## src/rtl/grf_wr_arbiter_if.sv

```systemverilog
// Bundles the two writer handshakes, the register-file write lines and the hazard
// query ports of grf_wr_arbiter. master = requesters/consumers, slave = arbiter.
interface grf_wr_arbiter_if #(
    parameter int FIFO_DEPTH = 2
);
    localparam int CW = $clog2(FIFO_DEPTH) + 1;

    logic          r0_valid;
    logic          r0_ready;
    logic [4:0]    r0_addr;
    logic [31:0]   r0_data;
    logic [31:0]   r0_pc;
    logic          r1_valid;
    logic          r1_ready;
    logic [4:0]    r1_addr;
    logic [31:0]   r1_data;
    logic [31:0]   r1_pc;
    logic          RFWr;
    logic [4:0]    A3;
    logic [31:0]   WD;
    logic [31:0]   wpc;
    logic [4:0]    q1_addr;
    logic [4:0]    q2_addr;
    logic          q1_busy;
    logic          q2_busy;
    logic [CW-1:0] fifo_cnt;

    modport master (
        output r0_valid, r0_addr, r0_data, r0_pc,
        output r1_valid, r1_addr, r1_data, r1_pc,
        output q1_addr, q2_addr,
        input  r0_ready, r1_ready, RFWr, A3, WD, wpc, q1_busy, q2_busy, fifo_cnt
    );

    modport slave (
        input  r0_valid, r0_addr, r0_data, r0_pc,
        input  r1_valid, r1_addr, r1_data, r1_pc,
        input  q1_addr, q2_addr,
        output r0_ready, r1_ready, RFWr, A3, WD, wpc, q1_busy, q2_busy, fifo_cnt
    );
endinterface

```

## src/rtl/grf_wr_arbiter.sv

```systemverilog
// Register-file write-port arbiter: writeback (r0) has priority, mult/div (r1) is queued
// and forced through after STARVE_MAX denials. Define GRF_WR_TRACE_EN for a write trace.
module grf_wr_arbiter #(
    parameter int FIFO_DEPTH = 2,
    parameter int STARVE_MAX = 4
) (
    input  logic           clk,
    input  logic           rst_n,
    grf_wr_arbiter_if.slave bus
);
    localparam int PW = $clog2(FIFO_DEPTH);
    localparam int CW = PW + 1;
    localparam int SW = $clog2(STARVE_MAX + 1);

    typedef struct packed {
        logic [4:0]  addr;
        logic [31:0] data;
        logic [31:0] pc;
    } entry_t;

    entry_t        fifo_mem [FIFO_DEPTH];
    logic [PW-1:0] wr_ptr_reg, wr_ptr_next;
    logic [PW-1:0] rd_ptr_reg, rd_ptr_next;
    logic [CW-1:0] cnt_reg, cnt_next;
    logic [SW-1:0] starve_reg, starve_next;
    logic          rfwr_reg, rfwr_next;
    logic [4:0]    a3_reg, a3_next;
    logic [31:0]   wd_reg, wd_next;
    logic [31:0]   wpc_reg, wpc_next;

    logic   fifo_ne, force_grant, grant_fifo, grant_r0, enq, wr_fire;
    entry_t gnt_entry;

    assign fifo_ne     = (cnt_reg != '0);
    assign force_grant = (starve_reg == SW'(STARVE_MAX)) && fifo_ne;
    assign grant_fifo  = force_grant || (!bus.r0_valid && fifo_ne);
    assign grant_r0    = !force_grant && bus.r0_valid;
    // Full means not ready even if the head leaves this cycle: no bypass path.
    assign enq         = bus.r1_valid && (cnt_reg != CW'(FIFO_DEPTH));

    always_comb begin
        gnt_entry = '{addr: bus.r0_addr, data: bus.r0_data, pc: bus.r0_pc};
        if (grant_fifo) begin
            gnt_entry = fifo_mem[rd_ptr_reg];
        end
    end

    // Writes to $0 are consumed silently and leave the address/data lines untouched.
    assign wr_fire = (grant_fifo || grant_r0) && (gnt_entry.addr != 5'd0);

    always_comb begin
        wr_ptr_next = wr_ptr_reg;
        rd_ptr_next = rd_ptr_reg;
        cnt_next    = cnt_reg;
        starve_next = '0;
        rfwr_next   = wr_fire;
        a3_next     = a3_reg;
        wd_next     = wd_reg;
        wpc_next    = wpc_reg;
        if (enq) begin
            wr_ptr_next = wr_ptr_reg + PW'(1);
        end
        if (grant_fifo) begin
            rd_ptr_next = rd_ptr_reg + PW'(1);
        end
        if (enq && !grant_fifo) begin
            cnt_next = cnt_reg + CW'(1);
        end else if (!enq && grant_fifo) begin
            cnt_next = cnt_reg - CW'(1);
        end
        if (fifo_ne && !grant_fifo) begin
            starve_next = (starve_reg == SW'(STARVE_MAX)) ? starve_reg : starve_reg + SW'(1);
        end
        if (wr_fire) begin
            a3_next  = gnt_entry.addr;
            wd_next  = gnt_entry.data;
            wpc_next = gnt_entry.pc;
        end
    end

    always_ff @(posedge clk or negedge rst_n) begin
        if (!rst_n) begin
            wr_ptr_reg <= '0;
            rd_ptr_reg <= '0;
            cnt_reg    <= '0;
            starve_reg <= '0;
            rfwr_reg   <= 1'b0;
            a3_reg     <= '0;
            wd_reg     <= '0;
            wpc_reg    <= '0;
        end else begin
            wr_ptr_reg <= wr_ptr_next;
            rd_ptr_reg <= rd_ptr_next;
            cnt_reg    <= cnt_next;
            starve_reg <= starve_next;
            rfwr_reg   <= rfwr_next;
            a3_reg     <= a3_next;
            wd_reg     <= wd_next;
            wpc_reg    <= wpc_next;
        end
    end

    // Storage needs no reset: occupancy is tracked by the pointers and count alone.
    always_ff @(posedge clk) begin
        if (rst_n && enq) begin
            fifo_mem[wr_ptr_reg] <= '{addr: bus.r1_addr, data: bus.r1_data, pc: bus.r1_pc};
        end
    end

    logic [FIFO_DEPTH-1:0] q1_hit, q2_hit;

    generate
        for (genvar gi = 0; gi < FIFO_DEPTH; gi++) begin : g_entry
            logic [PW-1:0] offs;
            logic          live;
            assign offs       = PW'(gi) - rd_ptr_reg;
            assign live       = ({1'b0, offs} < cnt_reg);
            assign q1_hit[gi] = live && (fifo_mem[gi].addr == bus.q1_addr);
            assign q2_hit[gi] = live && (fifo_mem[gi].addr == bus.q2_addr);
        end
    endgenerate

    assign bus.q1_busy  = (bus.q1_addr != 5'd0) &&
                          ((|q1_hit) || (rfwr_reg && (a3_reg == bus.q1_addr)));
    assign bus.q2_busy  = (bus.q2_addr != 5'd0) &&
                          ((|q2_hit) || (rfwr_reg && (a3_reg == bus.q2_addr)));
    assign bus.r0_ready = !force_grant;
    assign bus.r1_ready = (cnt_reg != CW'(FIFO_DEPTH));
    assign bus.RFWr     = rfwr_reg;
    assign bus.A3       = a3_reg;
    assign bus.WD       = wd_reg;
    assign bus.wpc      = wpc_reg;
    assign bus.fifo_cnt = cnt_reg;

`ifdef GRF_WR_TRACE_EN
    always @(posedge clk) begin
        if (rst_n) begin
            if (wr_fire) begin
                $display("%0t@%h: $%0d <= %h src=%0d", $time, gnt_entry.pc, gnt_entry.addr,
                         gnt_entry.data, grant_fifo ? 1 : 0);
            end
            if (force_grant) begin
                $display("%0t starve: forcing queued write to $%0d", $time, gnt_entry.addr);
            end
        end
    end
`else
`endif

endmodule

```

## src/flat_wrapper.sv

```systemverilog
// flat-port wrapper written by rule: the top's interface ports become plain ports
module grf_wr_arbiter_flat 
#(
    parameter int FIFO_DEPTH = 2,
    parameter int STARVE_MAX = 4
)
  (clk, rst_n, bus_r0_valid, bus_r0_addr, bus_r0_data, bus_r0_pc, bus_r1_valid, bus_r1_addr, bus_r1_data, bus_r1_pc, bus_q1_addr, bus_q2_addr, bus_r0_ready, bus_r1_ready, bus_RFWr, bus_A3, bus_WD, bus_wpc, bus_q1_busy, bus_q2_busy, bus_fifo_cnt);
  grf_wr_arbiter_if #(.FIFO_DEPTH(FIFO_DEPTH)) bus_i ();
  input  logic clk;
  input  logic rst_n;
  input wire logic [$bits(bus_i.r0_valid)-1:0] bus_r0_valid;
  input wire logic [$bits(bus_i.r0_addr)-1:0] bus_r0_addr;
  input wire logic [$bits(bus_i.r0_data)-1:0] bus_r0_data;
  input wire logic [$bits(bus_i.r0_pc)-1:0] bus_r0_pc;
  input wire logic [$bits(bus_i.r1_valid)-1:0] bus_r1_valid;
  input wire logic [$bits(bus_i.r1_addr)-1:0] bus_r1_addr;
  input wire logic [$bits(bus_i.r1_data)-1:0] bus_r1_data;
  input wire logic [$bits(bus_i.r1_pc)-1:0] bus_r1_pc;
  input wire logic [$bits(bus_i.q1_addr)-1:0] bus_q1_addr;
  input wire logic [$bits(bus_i.q2_addr)-1:0] bus_q2_addr;
  output wire logic [$bits(bus_i.r0_ready)-1:0] bus_r0_ready;
  output wire logic [$bits(bus_i.r1_ready)-1:0] bus_r1_ready;
  output wire logic [$bits(bus_i.RFWr)-1:0] bus_RFWr;
  output wire logic [$bits(bus_i.A3)-1:0] bus_A3;
  output wire logic [$bits(bus_i.WD)-1:0] bus_WD;
  output wire logic [$bits(bus_i.wpc)-1:0] bus_wpc;
  output wire logic [$bits(bus_i.q1_busy)-1:0] bus_q1_busy;
  output wire logic [$bits(bus_i.q2_busy)-1:0] bus_q2_busy;
  output wire logic [$bits(bus_i.fifo_cnt)-1:0] bus_fifo_cnt;
  assign bus_i.r0_valid = bus_r0_valid;
  assign bus_i.r0_addr = bus_r0_addr;
  assign bus_i.r0_data = bus_r0_data;
  assign bus_i.r0_pc = bus_r0_pc;
  assign bus_i.r1_valid = bus_r1_valid;
  assign bus_i.r1_addr = bus_r1_addr;
  assign bus_i.r1_data = bus_r1_data;
  assign bus_i.r1_pc = bus_r1_pc;
  assign bus_i.q1_addr = bus_q1_addr;
  assign bus_i.q2_addr = bus_q2_addr;
  assign bus_r0_ready = bus_i.r0_ready;
  assign bus_r1_ready = bus_i.r1_ready;
  assign bus_RFWr = bus_i.RFWr;
  assign bus_A3 = bus_i.A3;
  assign bus_WD = bus_i.WD;
  assign bus_wpc = bus_i.wpc;
  assign bus_q1_busy = bus_i.q1_busy;
  assign bus_q2_busy = bus_i.q2_busy;
  assign bus_fifo_cnt = bus_i.fifo_cnt;
  grf_wr_arbiter #(.FIFO_DEPTH(FIFO_DEPTH), .STARVE_MAX(STARVE_MAX)) u_core (.clk(clk), .rst_n(rst_n), .bus(bus_i));
endmodule
```

## config.mk

```make
export PLATFORM = sky130hd
export DESIGN_NAME = grf_wr_arbiter_flat
export DESIGN_NICKNAME = d
export VERILOG_FILES = /design/src/rtl/grf_wr_arbiter_if.sv /design/src/rtl/grf_wr_arbiter.sv /design/src/flat_wrapper.sv
export SDC_FILE = /design/constraint.sdc
export NUM_CORES = 1
export LEC_CHECK = 0
export CAP_MARGIN = 20
export CORE_ASPECT_RATIO = 0.9
export CORE_MARGIN = 2
export CORE_UTILIZATION = 51
export CTS_CLUSTER_SIZE = 20
export DETAILED_ROUTE_END_ITERATION = 7
export PLACE_DENSITY = 0.9
export RECOVER_POWER = 25
export SLEW_MARGIN = 20
export SYNTH_ARGS = -nofsm -noshare
export SYNTH_HDL_FRONTEND = slang
export SYNTH_SLANG_ARGS = --single-unit
export TNS_END_PERCENT = 10
```

## constraint.sdc

```tcl
create_clock -name clk -period 5.2 [get_ports clk]
set_clock_uncertainty 0.05 [all_clocks]
set_input_delay 1.04 -clock clk [delete_from_list [all_inputs] [get_ports clk]]
set_output_delay 1.04 -clock clk [all_outputs]
set_load 0.01 [all_outputs]
```

==> metrics, run 1 <==
nets@finish roughly 1100; RR Startpoint u_core.bus.fifo_cnt[0]; unrepaired setup endpoints after global routing false; CTS sink cnt around 220; crit-path most repeated cell clkdlybuf4s50_1; Clock Tree Root clkbuf_16; die area ~21000 sq um; global-route wire length before repair between 30000 and 40000 um; Clock Latency Late Sink approximately 0.51 ns; Starting DRT DRC Count roughly 320; total CTS buffers 23; cell taking the most area after synthesis edfxtp_1; Synth area leaders edfxtp_1, dfrtp_1, o221ai_2, mux2_2, mux2i_1; Total GRT Usage 0.226; layout cells sized above 1 0.208; met3 Usage GRT 0.0419; hold buffers post-CTS 0; post-synthesis cell count between 600 and 700; DIE WIDTH ~150 um; CP Capture Type primary output; CTS tree yes; GR Util met2 0.388; port bufs about 230; dpl hpwl around 15000 um; Crit Reg-Reg Endpoint u_core.bus.WD[8]; Final Setup Violations 0; Netlist cell types 43; post-layout min period between 4 and 5 ns; I/O pins between 200 and 250; Worst Hold Depth 1; hold_sp u_core.starve_reg[0]; Multi-input gate area around 3400 sq um; power density cells about 480 nW/um^2; largest net degree at the start of global routing 70; Hold Crit Class reg -> reg; CP max-delay cell clkdlybuf4s50_1; starting density of the core 0.519; CP Class in -> out; Post-Syn Area approximately 9900 sq um; status finished with violations; via count 6400; CP bufs+invs 2; Pleak ~5.3 nW; row cnt 48; worst-path cell chain clkdlybuf4s50_1 -> xor2_1 -> a2111oi_0 -> a32oi_1 -> a21oi_1 -> clkdlybuf4s50_1; Util after Layout 0.691; Sum Neg Setup Slack 0 ns; Worst Max-Slew Pin Slew 1.95 ns; worst path required time 4.11 ns; post-route setup slack just over 1 ns; Seq/Total Area, Yosys 0.611; Overflow after GRT 0; Initial DRT Pass Iterations 4; CP max FO 4; area share of the leading cell type in the synthesized netlist 0.417; Place WS between 1 and 1.5 ns; post-synthesis register bit count roughly 220; initial antenna violation count 4; Final Cycle Share 0.801; violations in the final reports max-capacitance violations, max-slew violations; startpoint types input pin; Bufs on Longest Clock Path 3; GP Congestion around 0.83; Critical Path Max Stage Delay 0.55 ns; WHS Endpoint u_core.starve_reg[0]; H-Tree Depth 1; setup bufs post-CTS 0; max-slew violations 30; relative slew slack -0.299; crit-path leading delay family buffers and inverters; vias in the first global route roughly 6800; Register Area 6070 sq um; CORE AREA between 15000 and 20000 sq um; drt drc 0; Largest register FFs between 100 and 150; via/cell ratio about 5.4; final wirelength about 23000 um; busiest grt layer met2; Die Ht about 140 um; syn_area_per_cell between 10 and 15 sq um; Worst-path clk slew roughly 0.060 ns; maximum vdd ir drop 0.269 mV; # resized after CTS 0; worst path arrival time between 3 and 4 ns; # fillers around 1300; Synth Warn # 0; r2r setup slk about 2.5 ns; routed len/inst slightly below 20 um; met1 Use GR 0.293; syn_nets about 840; maximum clock frequency roughly 240 MHz; Hold Vio Cnt, Final 0; cell depth of the worst flop-to-flop path 5; Routed Antenna Nets 0; Area Overhead vs Synth 33.2%; Max-cap violations 1
-- area by class of cell --
type                            count  area share
Timing Repair Buffer              236       0.177
Clock buffer                       31      0.0488
Inverter                           71      0.0203
Antenna cell                        4    0.000756
Tap cell                          250      0.0236
Clock inverter                     10      0.0146
Multi-Input combinational cell    360       0.256
Sequential cell                   215       0.459
-- worst max path at each step --
| stage | start | end | slack, ns | cells past startpoint |
|---|---|---|---|---|
| floorplan | bus_r1_valid | u_core.fifo_mem[0][0] | 0.45 | 3 |
| global placement | bus_q2_addr[4] | bus_q2_busy | 1.14 | 6 |
| detailed placement | bus_q2_addr[4] | bus_q2_busy | 1.07 | 6 |
| CTS | bus_q2_addr[4] | bus_q2_busy | 1.07 | 6 |
| global route | bus_q2_addr[4] | bus_q2_busy | 0.97 | 6 |
| finish | bus_q2_addr[4] | bus_q2_busy | 1.04 | 6 |
-- per-stage QoR --
step                      hold WS [ns]  instance area (sq um)  power (mW)  cells
final                            0.414                  13200        6.33   1177
after global routing             0.442                  13200        6.63   1176
after CTS                        0.419                  13200        6.39   1173
after detailed placement         0.411                  12400        4.58   1132
after global placement           0.404                  12400        4.52   1132
after floorplan                  0.388                   9940        3.71    682
-- cells in the mapped netlist, drive strengths merged --
master and instances:
nor4 6, ha 3, and2 2, xnor2 9, and4b 1, xor2 26, and3 1, o211a 1
or4 3, a2111oi 2, dfrtp 77, a32oi 3, nor2b 1, a211oi 1, mux2i 68, nand2 66
inv 71, nor2 15, o31ai 1, o21ai 1, nand2b 2, nand3 2, nor3 2, nor3b 1
a221o 4, edfxtp 138, mux2 65, clkbuf 7, o221ai 64, a21oi 7, buf 29, o211ai 3
-- report_power, final --
| group | internal (mW) | switching [mW] | leakage (nW) | total, mW |
|---|---|---|---|---|
| logic | 1.04 | 1.02 | 2.72 | 2.06 |
| registers | 2.21 | 0.271 | 2.19 | 2.48 |
| clock network | 1.12 | 0.667 | 0.405 | 1.79 |
-- routing by layer --
metal	vias up	share of wire
met4	2	0.024
met5	-	0.00056
met2	208	0.50
met1	3176	0.42
met3	37	0.055
li1	2977	-
-- cells in the final DEF, fill, tap and decap left out, drive strengths merged, types with 26 or more instances in the layout --
master | Yosys | layout
dfrtp | 77 | 77
xor2 | 26 | 26
mux2 | 65 | 65
clkbuf | 7 | 32
mux2i | 68 | 68
dlygate4sd3 | 0 | 51
nand2 | 66 | 66
o221ai | 64 | 64
edfxtp | 138 | 138
inv | 71 | 73
clkdlybuf4s50 | 0 | 175
-- logic make-up (layout without fill, tap and decap cells) --
family                     count (synthesis)  in the layout  share of synthesized area
muxes                                    133            133                      0.142
xor gates and xnor gates                  35             35                     0.0308
and+or+nand+nor                          102            102                     0.0473
buffers and inverters                    107            348                     0.0517
AOI/OAI and AO/OA                         87             87                      0.113
DFF                                      215            215                      0.611
adders and majority gates                  3              3                    0.00378
other                                      0              4                          0
Note: power is estimated with default switching activity, not from simulation.
==> run 2: changes to the inputs <==
==> constraint.sdc (replaced) <==
create_clock -name clk -period 4.1 [get_ports clk]
set_clock_uncertainty 0.05 [all_clocks]
set_input_delay 0.82 -clock clk [delete_from_list [all_inputs] [get_ports clk]]
set_output_delay 0.82 -clock clk [all_outputs]
set_load 0.01 [all_outputs]
==> run 2 against run 1 <==
  * Final area down 1.1%
  * Global-route usage rose by 0.34 points
  * Setup slack worse by 0.66 ns
  * Register-to-register slack lost 1.4 ns
  * The flow still finishes with violations (max-capacitance violations, max-slew violations)
  * Sequential power grew 26%
  * Sequential share of layout area grew 0.53 points
  * Core utilization fell by 0.78 points
  * Clock power grew 3%
  * Total power is 21% higher
  * Count of clock-buffer cells in the layout is 1 higher
  * Routed wire length rose by 1.3%
==> metrics, run 2 (same netlist as run 1, synthesis figures left out) <==
# resized after CTS 0; Total GRT Usage 0.229; cell-internal power approximately 5.2 mW; vias in the first global route slightly below 7000; Util after Layout 0.683; row cnt 48; unrepaired setup endpoints after global routing false; dpl hpwl roughly 15000 um; hold buffers post-CTS 0; most frequent cells in the layout clkdlybuf4s50_1, edfxtp_1, dfrtp_1; Pleak ~5.3 nW; Clock Tree Root clkbuf_16; Overflow after GRT 0; relative slew slack -0.261; worst path arrival time 2.85 ns; GP Congestion between 0.8 and 0.9; nets@finish roughly 1100; CP Class in -> out; max-slew violations 32; CP Capture Type primary output; Largest register FFs 138; via/cell ratio between 5 and 6; Starting DRT DRC Count 296; die area approximately 21000 sq um; layout cells sized above 1 0.204; startpoint types input pin; Area Overhead vs Synth 31.7%; Clock Latency Late Sink around 0.49 ns; setup bufs post-CTS 0; worst path required time between 3 and 4 ns; Final Cycle Share 0.907; share of power burned in registers 0.409; clock share of power 0.243; routed len/inst ~20 um; Critical Path Max Stage Delay 0.55 ns; switching power roughly 2.5 mW; Final Setup Violations 0; total CTS buffers 23; global-route wire length before repair between 30000 and 40000 um; CTS tree yes; CTS sink cnt around 220; Hold Vio Cnt, Final 0; Sum Neg Setup Slack 0 ns; power density cells a little under 600 nW/um^2; CP max FO 4; final wirelength 23500 um; CP max-delay cell clkdlybuf4s50_1; logic gate share of total power 0.348; I/O pins ~230; Bufs on Longest Clock Path 3; post-layout min period 3.72 ns; status finished with violations; total power around 7.6 mW; crit-path most repeated cell clkdlybuf4s50_1; commonest non-fill, non-tap cell in the layout clkdlybuf4s50_1; # fillers 1343; Hold Crit Class reg -> reg; violations in the final reports max-capacitance violations, max-slew violations; maximum vdd ir drop roughly 0.35 mV; starting density of the core 0.519; CORE AREA roughly 19000 sq um; Max-cap violations 1; DIE WIDTH between 150 and 200 um; largest net degree at the start of global routing 75; H-Tree Depth 1; maximum clock frequency 269 MHz; Routed Antenna Nets 0; Worst-path clk slew approximately 0.060 ns; worst-path cell chain clkdlybuf4s50_1 -> xor2_1 -> a2111oi_0 -> a32oi_1 -> a21oi_1 -> clkdlybuf4s50_1; Worst Max-Slew Pin Slew 1.89 ns; initial antenna violation count 2; sw frac 0.321; port bufs between 200 and 250; drt drc 0; Die Ht 136 um; via count 6523; Initial DRT Pass Iterations 5
==> run 2: metrics by stage <==
stage,std cells,hold slack (ns),area [sq um],setup slack (ns)
after CTS,1175,0.229,13100,0.403
after floorplan,682,0.388,9940,0.736
after global placement,1134,0.404,12400,0.507
after detailed placement,1134,0.412,12400,0.415
final,1177,0.414,13100,0.382
after global routing,1177,0.436,13100,0.274
==> run 2: worst max-delay path, delay by kind of cell <==
kind,cells,cell delay (ns)
AOI/OAI and AO/OA,3,0.77
buffers and inverters,2,1.06
xor gates and xnor gates,1,0.19
==> run 2: path summary, 6_finish.rpt <==
check,from,slack (ns),depth (start not counted),to
setup / recovery,bus_q1_addr[1],0.38,6,bus_q1_busy
hold / removal,u_core.starve_reg[0],0.41,1,u_core.starve_reg[0]
setup reg to reg,u_core.rd_ptr_reg,1.09,6,u_core.bus.wpc[9]
hold reg to reg,u_core.starve_reg[0],0.41,1,u_core.starve_reg[0]
max in group asynchronous,rst_n,1.55,2,u_core.rd_ptr_reg
min in group asynchronous,rst_n,0.81,1,u_core.wr_ptr_reg
==> run 2: layout make-up <==
class / count / area (sq um) / share of cell area
Clock buffer: 32 / 619 / 0.0473
Sequential cell: 215 / 6070 / 0.464
Tap cell: 250 / 313 / 0.0239
Clock inverter: 9 / 46.3 / 0.00354
Antenna cell: 2 / 5.00 / 0.000382
Inverter: 71 / 269 / 0.0206
Timing Repair Buffer: 238 / 2370 / 0.181
Multi-Input combinational cell: 360 / 3380 / 0.259
==> run 2: per-layer routing <==
layer  global-route usage  up-vias  wire [um]
met4               0.0618        0        584
met2                0.404      228      11900
met5                    0        -          0
li1                     -     2973          -
met1                0.288     3275       9520
met3               0.0487       47       1510
==> run 2: power by group through the flow <==
stage                     Combinational, mW  Clock (mW)  Sequential, mW
after floorplan                        1.50           0            3.20
after global placement                 2.61           0            3.13
after detailed placement               2.68           0            3.16
after CTS                              2.70        1.88            3.12
after global routing                   2.88        1.96            3.18
final                                  2.66        1.85            3.13
==> run 3: changes to the inputs <==
--- a/config.mk
+++ b/config.mk
@@ -13,7 +13,7 @@
 export DETAILED_ROUTE_END_ITERATION = 7
 export PLACE_DENSITY = 0.9
 export RECOVER_POWER = 25
-export SLEW_MARGIN = 20
+export SLEW_MARGIN = 10
 export SYNTH_ARGS = -nofsm -noshare
 export SYNTH_HDL_FRONTEND = slang
 export SYNTH_SLANG_ARGS = --single-unit
==> results of run 3 <==
Same layout as run 2: the final DEF is identical, and so are final timing and power.
